**src/rtl/load_id_tracker_pkg.sv**
```systemverilog
// Shared types and sizing for the outstanding-load tracker.
// The transaction-ID width is derived from the core configuration record.
package load_id_tracker_pkg;

   typedef struct packed {
      int unsigned NrLoadBufEntries;
      int unsigned NrScoreboardEntries;
   } cva6_cfg_t;

   localparam cva6_cfg_t CVA6Cfg = '{
      NrLoadBufEntries:    32'd8,
      NrScoreboardEntries: 32'd8
   };

   localparam int unsigned IdWidth   = $clog2(CVA6Cfg.NrLoadBufEntries);
   localparam int unsigned SbIdWidth = $clog2(CVA6Cfg.NrScoreboardEntries);
   localparam int unsigned XLEN      = 64;

   typedef enum logic [1:0] {
      BYTE  = 2'd0,
      HALF  = 2'd1,
      WORD  = 2'd2,
      DWORD = 2'd3
   } load_size_e;

   typedef struct packed {
      logic                 valid;
      logic                 killed;
      logic [SbIdWidth-1:0] sb_id;
      logic [2:0]           offset;
      load_size_e           size;
      logic                 is_signed;
   } load_entry_t;

endpackage

```
**src/rtl/load_data_align.sv**
```systemverilog
// Combinational formatting of a raw 64-bit dcache word into a load result:
// shift down by the byte offset, keep the access size, then sign/zero extend.
module load_data_align
   import load_id_tracker_pkg::*;
(
   input  logic [XLEN-1:0] rsp_data,
   input  logic [2:0]      offset,
   input  logic [1:0]      size,
   input  logic            is_signed,
   output logic [XLEN-1:0] data
);

   logic [5:0]      shamt;
   logic [XLEN-1:0] shifted;

   // Doubleword accesses are always naturally aligned, so the offset is ignored.
   always_comb begin
      shamt = 6'd0;
      if (load_size_e'(size) == DWORD) begin
         shamt = 6'd0;
      end else begin
         shamt = {offset, 3'b000};
      end
      shifted = rsp_data >> shamt;
   end

   // Truncate to the access size and extend.
   always_comb begin
      data = '0;
      case (load_size_e'(size))
         BYTE:    data = {{56{is_signed & shifted[7]}},  shifted[7:0]};
         HALF:    data = {{48{is_signed & shifted[15]}}, shifted[15:0]};
         WORD:    data = {{32{is_signed & shifted[31]}}, shifted[31:0]};
         DWORD:   data = shifted;
         default: data = shifted;
      endcase
   end

endmodule

```
**src/rtl/load_id_tracker_chk.sv**
```systemverilog
// Simulation-only checks for the load tracker: a dcache response must
// always target an entry that is currently outstanding.
module load_id_tracker_chk #(
   parameter int unsigned NrLoadBufEntries = 8,
   parameter int unsigned IdWidth          = $clog2(NrLoadBufEntries)
) (
   input logic                        clk_i,
   input logic                        rst_i,
   input logic                        rsp_valid_i,
   input logic [IdWidth-1:0]          rsp_id_i,
   input logic [NrLoadBufEntries-1:0] valid_vec
);

   // Responses to idle IDs are dropped by the tracker; flag them here.
   always @(posedge clk_i) begin
      if (!rst_i && rsp_valid_i) begin
         assert (valid_vec[rsp_id_i])
         else $warning("load_id_tracker: response to idle id %0d ignored", rsp_id_i);
      end
   end

endmodule

```
**src/rtl/load_id_tracker.sv**
```systemverilog
// Outstanding-load tracker: hands out dcache transaction IDs, remembers how to
// format each returning word, and retires responses in any order.
module load_id_tracker
   import load_id_tracker_pkg::*;
#(
   parameter int unsigned NrLoadBufEntries = CVA6Cfg.NrLoadBufEntries,
   parameter int unsigned IdWidth          = $clog2(NrLoadBufEntries)
) (
   input  logic                 clk_i,
   input  logic                 rst_i,
   input  logic                 flush_i,
   input  logic                 alloc_valid_i,
   output logic                 alloc_ready_o,
   input  logic [SbIdWidth-1:0] alloc_sb_id_i,
   input  logic [2:0]           alloc_offset_i,
   input  logic [1:0]           alloc_size_i,
   input  logic                 alloc_signed_i,
   output logic [IdWidth-1:0]   alloc_id_o,
   input  logic                 kill_valid_i,
   input  logic [IdWidth-1:0]   kill_id_i,
   input  logic                 rsp_valid_i,
   input  logic [IdWidth-1:0]   rsp_id_i,
   input  logic [XLEN-1:0]      rsp_data_i,
   output logic                 result_valid_o,
   output logic [SbIdWidth-1:0] result_sb_id_o,
   output logic [XLEN-1:0]      result_data_o,
   output logic                 empty_o,
   output logic                 full_o
);

   load_entry_t                 entries_r [NrLoadBufEntries];
   logic [NrLoadBufEntries-1:0] valid_vec_s;
   logic [IdWidth-1:0]          free_id_s;
   logic                        alloc_fire_s;
   load_entry_t                 rsp_entry_s;
   logic                        rsp_hit_s;
   logic                        rsp_killed_s;
   logic                        produce_s;
   logic [XLEN-1:0]             aligned_data_s;

   logic                        result_valid_r;
   logic [SbIdWidth-1:0]        result_sb_id_r;
   logic [XLEN-1:0]             result_data_r;

   // Occupancy view and lowest-index free slot, both from registered state only.
   always_comb begin
      valid_vec_s = '0;
      free_id_s   = '0;
      for (int i = int'(NrLoadBufEntries) - 1; i >= 0; i--) begin
         valid_vec_s[i] = entries_r[i].valid;
         free_id_s      = entries_r[i].valid ? free_id_s : IdWidth'(i);
      end
   end

   assign full_o        = &valid_vec_s;
   assign empty_o       = ~|valid_vec_s;
   assign alloc_ready_o = !full_o && !flush_i;
   assign alloc_id_o    = free_id_s;
   assign alloc_fire_s  = alloc_valid_i && alloc_ready_o;

   // A response yields data only if its entry survived kills and flushes,
   // including ones arriving in the same cycle.
   always_comb begin
      rsp_entry_s  = entries_r[rsp_id_i];
      rsp_hit_s    = rsp_valid_i && rsp_entry_s.valid;
      rsp_killed_s = rsp_entry_s.killed || flush_i ||
                     (kill_valid_i && (kill_id_i == rsp_id_i));
      produce_s    = rsp_hit_s && !rsp_killed_s;
   end

   // Per-entry bookkeeping: retire, allocate, or mark killed.
   always_ff @(posedge clk_i) begin
      for (int i = 0; i < int'(NrLoadBufEntries); i++) begin
         if (rst_i) begin
            entries_r[i] <= '0;
         end else if (rsp_hit_s && (rsp_id_i == IdWidth'(i))) begin
            entries_r[i] <= '0;
         end else if (alloc_fire_s && (free_id_s == IdWidth'(i))) begin
            entries_r[i] <= '{
               valid:     1'b1,
               killed:    1'b0,
               sb_id:     alloc_sb_id_i,
               offset:    alloc_offset_i,
               size:      load_size_e'(alloc_size_i),
               is_signed: alloc_signed_i
            };
         end else if (entries_r[i].valid &&
                      (flush_i || (kill_valid_i && (kill_id_i == IdWidth'(i))))) begin
            entries_r[i].killed <= 1'b1;
         end else begin
            entries_r[i] <= entries_r[i];
         end
      end
   end

   load_data_align i_align (
      .rsp_data  (rsp_data_i),
      .offset    (rsp_entry_s.offset),
      .size      (rsp_entry_s.size),
      .is_signed (rsp_entry_s.is_signed),
      .data      (aligned_data_s)
   );

   // Result register: one cycle after the response, no backpressure.
   always_ff @(posedge clk_i) begin
      if (rst_i) begin
         result_valid_r <= 1'b0;
         result_sb_id_r <= '0;
         result_data_r  <= '0;
      end else begin
         result_valid_r <= produce_s;
         if (produce_s) begin
            result_sb_id_r <= rsp_entry_s.sb_id;
            result_data_r  <= aligned_data_s;
         end else begin
            result_sb_id_r <= result_sb_id_r;
            result_data_r  <= result_data_r;
         end
      end
   end

   assign result_valid_o = result_valid_r;
   assign result_sb_id_o = result_sb_id_r;
   assign result_data_o  = result_data_r;

`ifndef SYNTHESIS
   load_id_tracker_chk #(
      .NrLoadBufEntries (NrLoadBufEntries),
      .IdWidth          (IdWidth)
   ) i_chk (
      .clk_i       (clk_i),
      .rst_i       (rst_i),
      .rsp_valid_i (rsp_valid_i),
      .rsp_id_i    (rsp_id_i),
      .valid_vec   (valid_vec_s)
   );
`endif

endmodule
```
**config.mk**
```make
export PLATFORM = sky130hd
export DESIGN_NAME = load_id_tracker
export DESIGN_NICKNAME = d
export VERILOG_FILES = /design/src/rtl/load_id_tracker_pkg.sv /design/src/rtl/load_data_align.sv /design/src/rtl/load_id_tracker_chk.sv /design/src/rtl/load_id_tracker.sv
export SDC_FILE = /design/constraint.sdc
export NUM_CORES = 1
export LEC_CHECK = 0
export CAP_MARGIN = 20
export CORE_ASPECT_RATIO = 0.7
export CORE_MARGIN = 2
export CORE_UTILIZATION = 57
export CTS_CLUSTER_SIZE = 40
export DETAILED_ROUTE_END_ITERATION = 10
export HOLD_SLACK_MARGIN = 0.15
export PLACE_DENSITY = 0.93
export SETUP_SLACK_MARGIN = 0.4
export SLEW_MARGIN = 30
export SYNTH_ARGS = -nofsm -noshare
export SYNTH_HDL_FRONTEND = slang
export SYNTH_SLANG_ARGS = --single-unit
```
**constraint.sdc**
```tcl
create_clock -name clk_i -period 5.6 [get_ports clk_i]
set_input_delay 1.12 -clock clk_i [delete_from_list [all_inputs] [get_ports clk_i]]
set_output_delay 1.12 -clock clk_i [all_outputs]
set_load 0.02 [all_outputs]
```
==> out/qor.csv, run 1 <==
stage,metric,value,unit
outcome,outcome,"complete, no violations",
synthesis,main flop type after synthesis,edfxtp_1,
synthesis,Post-synth ARST share,0,
grt,largest net degree at the start of global routing,81,
detailed_routing,via count,7753,
hold_path,Hold Path Class,flip-flop to flip-flop,
setup_path,CP Data Arrival Time,4750,ps
placed_design,DP Cell Count,1145,
layout,Storage cell area,4004,µm²
grt,global-route wire length before repair,40430,µm
clocking,Root Buffer,clkbuf_16,
layout,area grow syn2layout,26.07,%
clocking,CTS buffer count,17,
synthesis,number of synthesized flops with an enable pin,88,
layout,Multi-input gate area,4358,µm²
sta,Slew @ Worst Pin,975.6,ps
floorplan,initial core utilization,0.5870,
flow_run,# Max-Cap Violations,0,
synthesis,Syn Inst Count,830,
clocking,CTS tree,built,
sta,minimum clock period,4474,ps
clocking,setup bufs post-CTS,0,
detailed_routing,Final ANT Viol Nets,0,
sta,Rel. slew slack,0.3472,
synthesis,Post-Syn Area per Cell,10.48,µm²
synthesis,Synth Register Bits,156,
floorplan,die width,151.6,µm
sta,RSZ-0062 raised after global routing,no,
grt,initial antenna violation count,0,
pwr,Worst VDD drop,223.8,µV
floorplan,Core Rows,37,
layout,"commonest cells after routing, fill and taps aside","clkdlybuf4s50_1 (156), nor2_1 (95), edfxtp_1 (88), nand2_1 (75), mux2i_1 (71)",
sta,final hold violation count,0,
detailed_routing,final WL,27130,µm
pwr,Power Density,282.4,nW/µm²
detailed_routing,Iteration-0 DRC Markers,1202,
sta,final setup skew,8.533,ps
synthesis,Synth top area share,0.3039,
synthesis,synth unique cells,61,
grt,number of global-route vias before repair,7183,
detailed_routing,routed length per instance,23.05,µm
layout,fin util,0.7400,
layout,"most common cell after layout, fill and taps aside",clkdlybuf4s50_1,
synthesis,"Seq/Total Area, Yosys",0.4604,
setup_path,critical path required time,5880,ps
layout,Nets,1054,
grt,grt ovf,0,
placed_design,RD Place Congestion,1.040,
layout,Finished Layout Cells,1177,
clocking,CTS clock-pin slew for the worst setup and hold paths,70,ps
floorplan,Die Y,107.3,µm
sta,fin. max-slew vios,0,
clocking,# clock sinks,156,
placed_design,Post-DP HPWL,19240,µm
setup_path,crit start category,primary input,
detailed_routing,vias per inst,6.587,
grt,Overall Global Routing Usage,0.3321,
sta,fmax,223.5,MHz
pwr,Total Power,3096,µW
synthesis,Synth Cell Area,8696,µm²
setup_path,Crit Path Max Fanout,32,
detailed_routing,TritonRoute pass-1 iters,8,
synthesis,largest cells by area after synthesis,"edfxtp_1 (30%), dfxtp_1 (16%), mux2i_1 (8.2%)",
placed_design,number of I/O port buffers,158,
layout,Fillers,1019,
floorplan,DIE AREA,16280,µm²
detailed_routing,drc violations,0,
sta,Setup TNS,0,ps
layout,Antenna diodes,0,
synthesis,Synth area leader,edfxtp_1,
clocking,H-tree lvl count,4,
synthesis,Ys Warns,0,
clocking,PostCTS Resize Cnt,0,
placed_design,Post-DP Area,10380,µm²
layout,layout cell share with drive strength beyond 1,0.1395,
setup_path,WS Path Type,primary input to flip-flop,
sta,final period utilization,0.7990,
pwr,P_leak,0.004100,µW
floorplan,I/O Pins,159,
clocking,CTS Buffer Depth,2,
layout,Final Cell Area,10960,µm²
synthesis,synthesized net count,915,
floorplan,Placeable Area,14810,µm²
clocking,Clock Latency Late Sink,430,ps
sta,Final Setup Violations,0,
setup_path,crit path capture type,flip-flop,
clocking,hold_buf cts,0,
==> routing by layer <==
metal,global-route usage,vias up,routed length (µm)
met3,0.1242,74,4076
met1,0.4910,3660,11080
met5,0,-,0
met4,0.08995,0,527
li1,-,3386,-
met2,0.4567,633,11440
==> per-stage QoR <==
| stage | setup slack (ps) | hold WS, ps |
|---|---|---|
| after floorplan | 2054 | 560.8 |
| after global placement | 791.6 | 488.3 |
| after detailed placement | 751.9 | 493.7 |
| after CTS | 1171 | 506.4 |
| after global routing | 932.7 | 531.3 |
| final | 1126 | 500.1 |
==> flip-flops by register name (all words and copies together), names as in the netlist <==
name / count
entries_r: 88
result_sb_id_o: 3
result_valid_o: 1
result_data_o: 64
==> cell families (layout without fill, tap and decap cells) <==
family                 count (synthesis)  count (layout)  synth area share
multiplexers                         101             101            0.1458
flip-flops                           156             156            0.4604
XOR/XNOR                               3               3          0.003022
AND/OR/NAND/NOR                      314             314            0.1763
AO/OA/AOI/OAI                        192             192            0.1744
buffers and inverters                 64             216           0.04014
==> power by group <==
group	total (µW)	internal [µW]	switching [µW]	leakage, µW
sequential	1290	1260	29.1	0.00147
clock	1150	632	519	0.000283
combinational	653	263	391	0.00235
total	3100	2160	939	0.00410
==> path summary, 6_finish.rpt <==
check	startpoint	to	slack, ps	cells past startpoint
worst min-delay path	result_data_o[15]	result_data_o[15]	500	2
worst max register to register	entries_r[1][3]	result_data_o[53]	2310	9
worst min register to register	result_data_o[15]	result_data_o[15]	500	2
worst max-delay path	rsp_id_i[2]	result_data_o[53]	1130	11
==> cell usage after synthesis, types with 3 or more instances <==
library cell  number
mux4_2            19
xnor2_1            3
a22oi_1            7
o21ai_1            3
clkbuf_1          36
mux2i_1           71
a31oi_1            4
nand3_1           14
buf_2              9
o211ai_1           7
nor2_1            96
buf_6             11
a211oi_2          40
o21bai_1           6
a21oi_1           18
a221oi_1           6
o21ai_0           36
nor3_1            12
dfxtp_1           68
edfxtp_1          88
nor2_2             4
mux2_1             4
a211oi_1          17
o221ai_1           9
mux2_2             5
and3_1            22
nand2_1           75
and2_1            56
nand2b_1          14
buf_4              4
o22ai_1           23
nor2b_1            5
==> critical path, stage by stage <==
cell and delay, ps:
clkdlybuf4s50_1 760, buf_4 290, mux2_2 350, o22ai_1 240, o21a_1 390, o21ai_1 310
a211oi_1 360, nor3_2 130, nor3_4 180, buf_4 450, a211oi_1 140
==> final cells by class <==
| class | instances | share of cell area |
|---|---|---|
| clock buffer | 18 | 0.03915 |
| clock inverter | 14 | 0.01370 |
| inverter | 2 | 0.0006848 |
| multi-input combinational | 610 | 0.3975 |
| sequential | 156 | 0.3652 |
| tap | 195 | 0.02226 |
| timing repair buffer | 182 | 0.1615 |
Note: power is estimated with default switching activity, not from simulation.
==> run 2, diff against run 1 <==
- CORE_UTILIZATION: 57 -> 48
- PLACE_DENSITY: 0.93 -> 0.84
- clock period: 5.6 -> 3.91 ns (I/O delays scaled with it)
==> run 2 against run 1 <==
  * Utilization is 9.9 points lower
  * First-iteration DRC count is 4.8% lower
  * Clock skew is 7.0 ps higher
  * Sequential power is 43% higher
  * Critical path depth is 2 higher
  * Combinational power is 58% higher
  * Routed wire length is 3.1% higher
  * Sequential share of layout area is 1.6 points lower
  * Non-clock buffer count is 39 higher
  * Critical endpoint is now result_data_o[33]
  * Highest routed layer is now met5
==> out/qor.csv, run 2 (synthesis results as in run 1) <==
stage,metric,value,unit
sta,fin. max-slew vios,0,
detailed_routing,Final ANT Viol Nets,0,
placed_design,RD Place Congestion,1.012,
sta,Slew @ Worst Pin,970.4,ps
clocking,CTS tree,built,
setup_path,critical path required time,4190,ps
floorplan,die width,164.9,µm
clocking,CTS buffer count,17,
grt,largest net degree at the start of global routing,81,
detailed_routing,final WL,27970,µm
floorplan,Die Y,116.6,µm
setup_path,Crit Path Max Fanout,15,
grt,global-route wire length before repair,40660,µm
outcome,outcome,"complete, no violations",
clocking,setup bufs post-CTS,0,
layout,max FFs per register,88,
floorplan,Core Rows,41,
grt,Overall Global Routing Usage,0.2859,
layout,area grow syn2layout,32.03,%
floorplan,DIE AREA,19230,µm²
placed_design,Post-DP Area,10800,µm²
layout,fin util,0.6413,
clocking,Root Buffer,clkbuf_16,
hold_path,Hold Path Class,flip-flop to flip-flop,
grt,initial antenna violation count,1,
sta,RSZ-0062 raised after global routing,yes,
grt,number of global-route vias before repair,7033,
pwr,Power Density,399.3,nW/µm²
pwr,P_leak,0.004341,µW
sta,Final Setup Violations,0,
detailed_routing,vias per inst,6.146,
detailed_routing,Iteration-0 DRC Markers,1144,
placed_design,number of I/O port buffers,158,
sta,final setup skew,15.49,ps
floorplan,initial core utilization,0.4857,
sta,final period utilization,0.8914,
detailed_routing,TritonRoute pass-1 iters,6,
clocking,# clock sinks,156,
sta,fmax,286.9,MHz
layout,"commonest cells after routing, fill and taps aside","clkdlybuf4s50_1 (156), nor2_1 (95), edfxtp_1 (88), nand2_1 (75), mux2i_1 (71)",
layout,Nets,1093,
sta,hold_ws,498.0,ps
placed_design,Post-DP HPWL,20150,µm
detailed_routing,drc violations,0,
sta,minimum clock period,3485,ps
setup_path,crit path capture type,flip-flop,
detailed_routing,via count,7726,
layout,"most common cell after layout, fill and taps aside",clkdlybuf4s50_1,
sta,final hold violation count,0,
clocking,CTS clock-pin slew for the worst setup and hold paths,70,ps
layout,Final Cell Area,11480,µm²
flow_run,# Max-Cap Violations,0,
layout,largest reg by FF count,entries_r,
layout,layout cell share with drive strength beyond 1,0.1773,
detailed_routing,routed length per instance,22.25,µm
grt,grt ovf,0,
pwr,Worst VDD drop,326.1,µV
floorplan,I/O Pins,159,
sta,Rel. slew slack,0.3531,
setup_path,CP Data Arrival Time,3760,ps
clocking,H-tree lvl count,4,
setup_path,WS Path Type,primary input to flip-flop,
clocking,Clock Latency Late Sink,440,ps
layout,Antenna diodes,0,
floorplan,Placeable Area,17900,µm²
clocking,CTS Buffer Depth,2,
setup_path,crit start category,primary input,
-- run 2: per-stage QoR --
step / setup TNS, ps / setup WS, ps / instances / total power (µW)
floorplan: 0 / 702.0 / 830 / 2432
global placement: -644.9 / -58.25 / 1223 / 2849
detailed placement: -1790 / -140.8 / 1223 / 2866
CTS: 0 / 423.5 / 1255 / 4565
global route: 0 / 334.1 / 1257 / 4727
finish: 0 / 424.7 / 1257 / 4585
-- run 2: what timing repair did --
item	CTS	global route
cloned	0	2
pin swaps	0	1
hold buffers	0	0
setup endpoints to repair	16	37
resized for setup	1	7
-- run 2: layout make-up --
class	instances	area, µm²
Sequential cell	156	4004
Clock buffer	17	425.4
Tap cell	236	295.3
Timing Repair Buffer	221	2172
Clock inverter	15	200.2
Fill cell	1366	6422
Inverter	2	7.507
Multi-Input combinational cell	610	4377
-- run 2: worst paths after layout --
| kind | startpoint | end | slack (ps) | cells past startpoint |
|---|---|---|---|---|
| max | rsp_id_i[2] | result_data_o[33] | 420 | 13 |
| min | result_data_o[15] | result_data_o[15] | 500 | 2 |
| max reg2reg | entries_r[7][4] | result_data_o[33] | 790 | 10 |
| min reg2reg | result_data_o[15] | result_data_o[15] | 500 | 2 |
-- run 2: metal layers --
| layer | share of wire | up-vias | routed length [µm] | global-route usage |
|---|---|---|---|---|
| li1 | - | 3459 | - | - |
| met1 | 0.43 | 3727 | 12140 | 0.4290 |
| met2 | 0.42 | 489 | 11720 | 0.3936 |
| met3 | 0.13 | 49 | 3629 | 0.09020 |
| met4 | 0.017 | 2 | 472 | 0.08406 |
| met5 | 0.00036 | - | 10 | 0 |
-- run 2: report_power, final --
group          switching (µW)  internal, µW  total (µW)
Clock                     786           926        1710
Combinational             579           447        1030
Sequential               40.4          1810        1850
-- run 2: critical path, stage by stage --
cell	delay, ps
clkdlybuf4s50_1	500
buf_12	160
mux2_2	340
o22ai_1	250
o21a_2	270
buf_4	140
o211ai_1	110
a32oi_2	250
o21ai_2	110
buf_4	160
nor3_4	370
clkbuf_16	250
a211oi_2	60
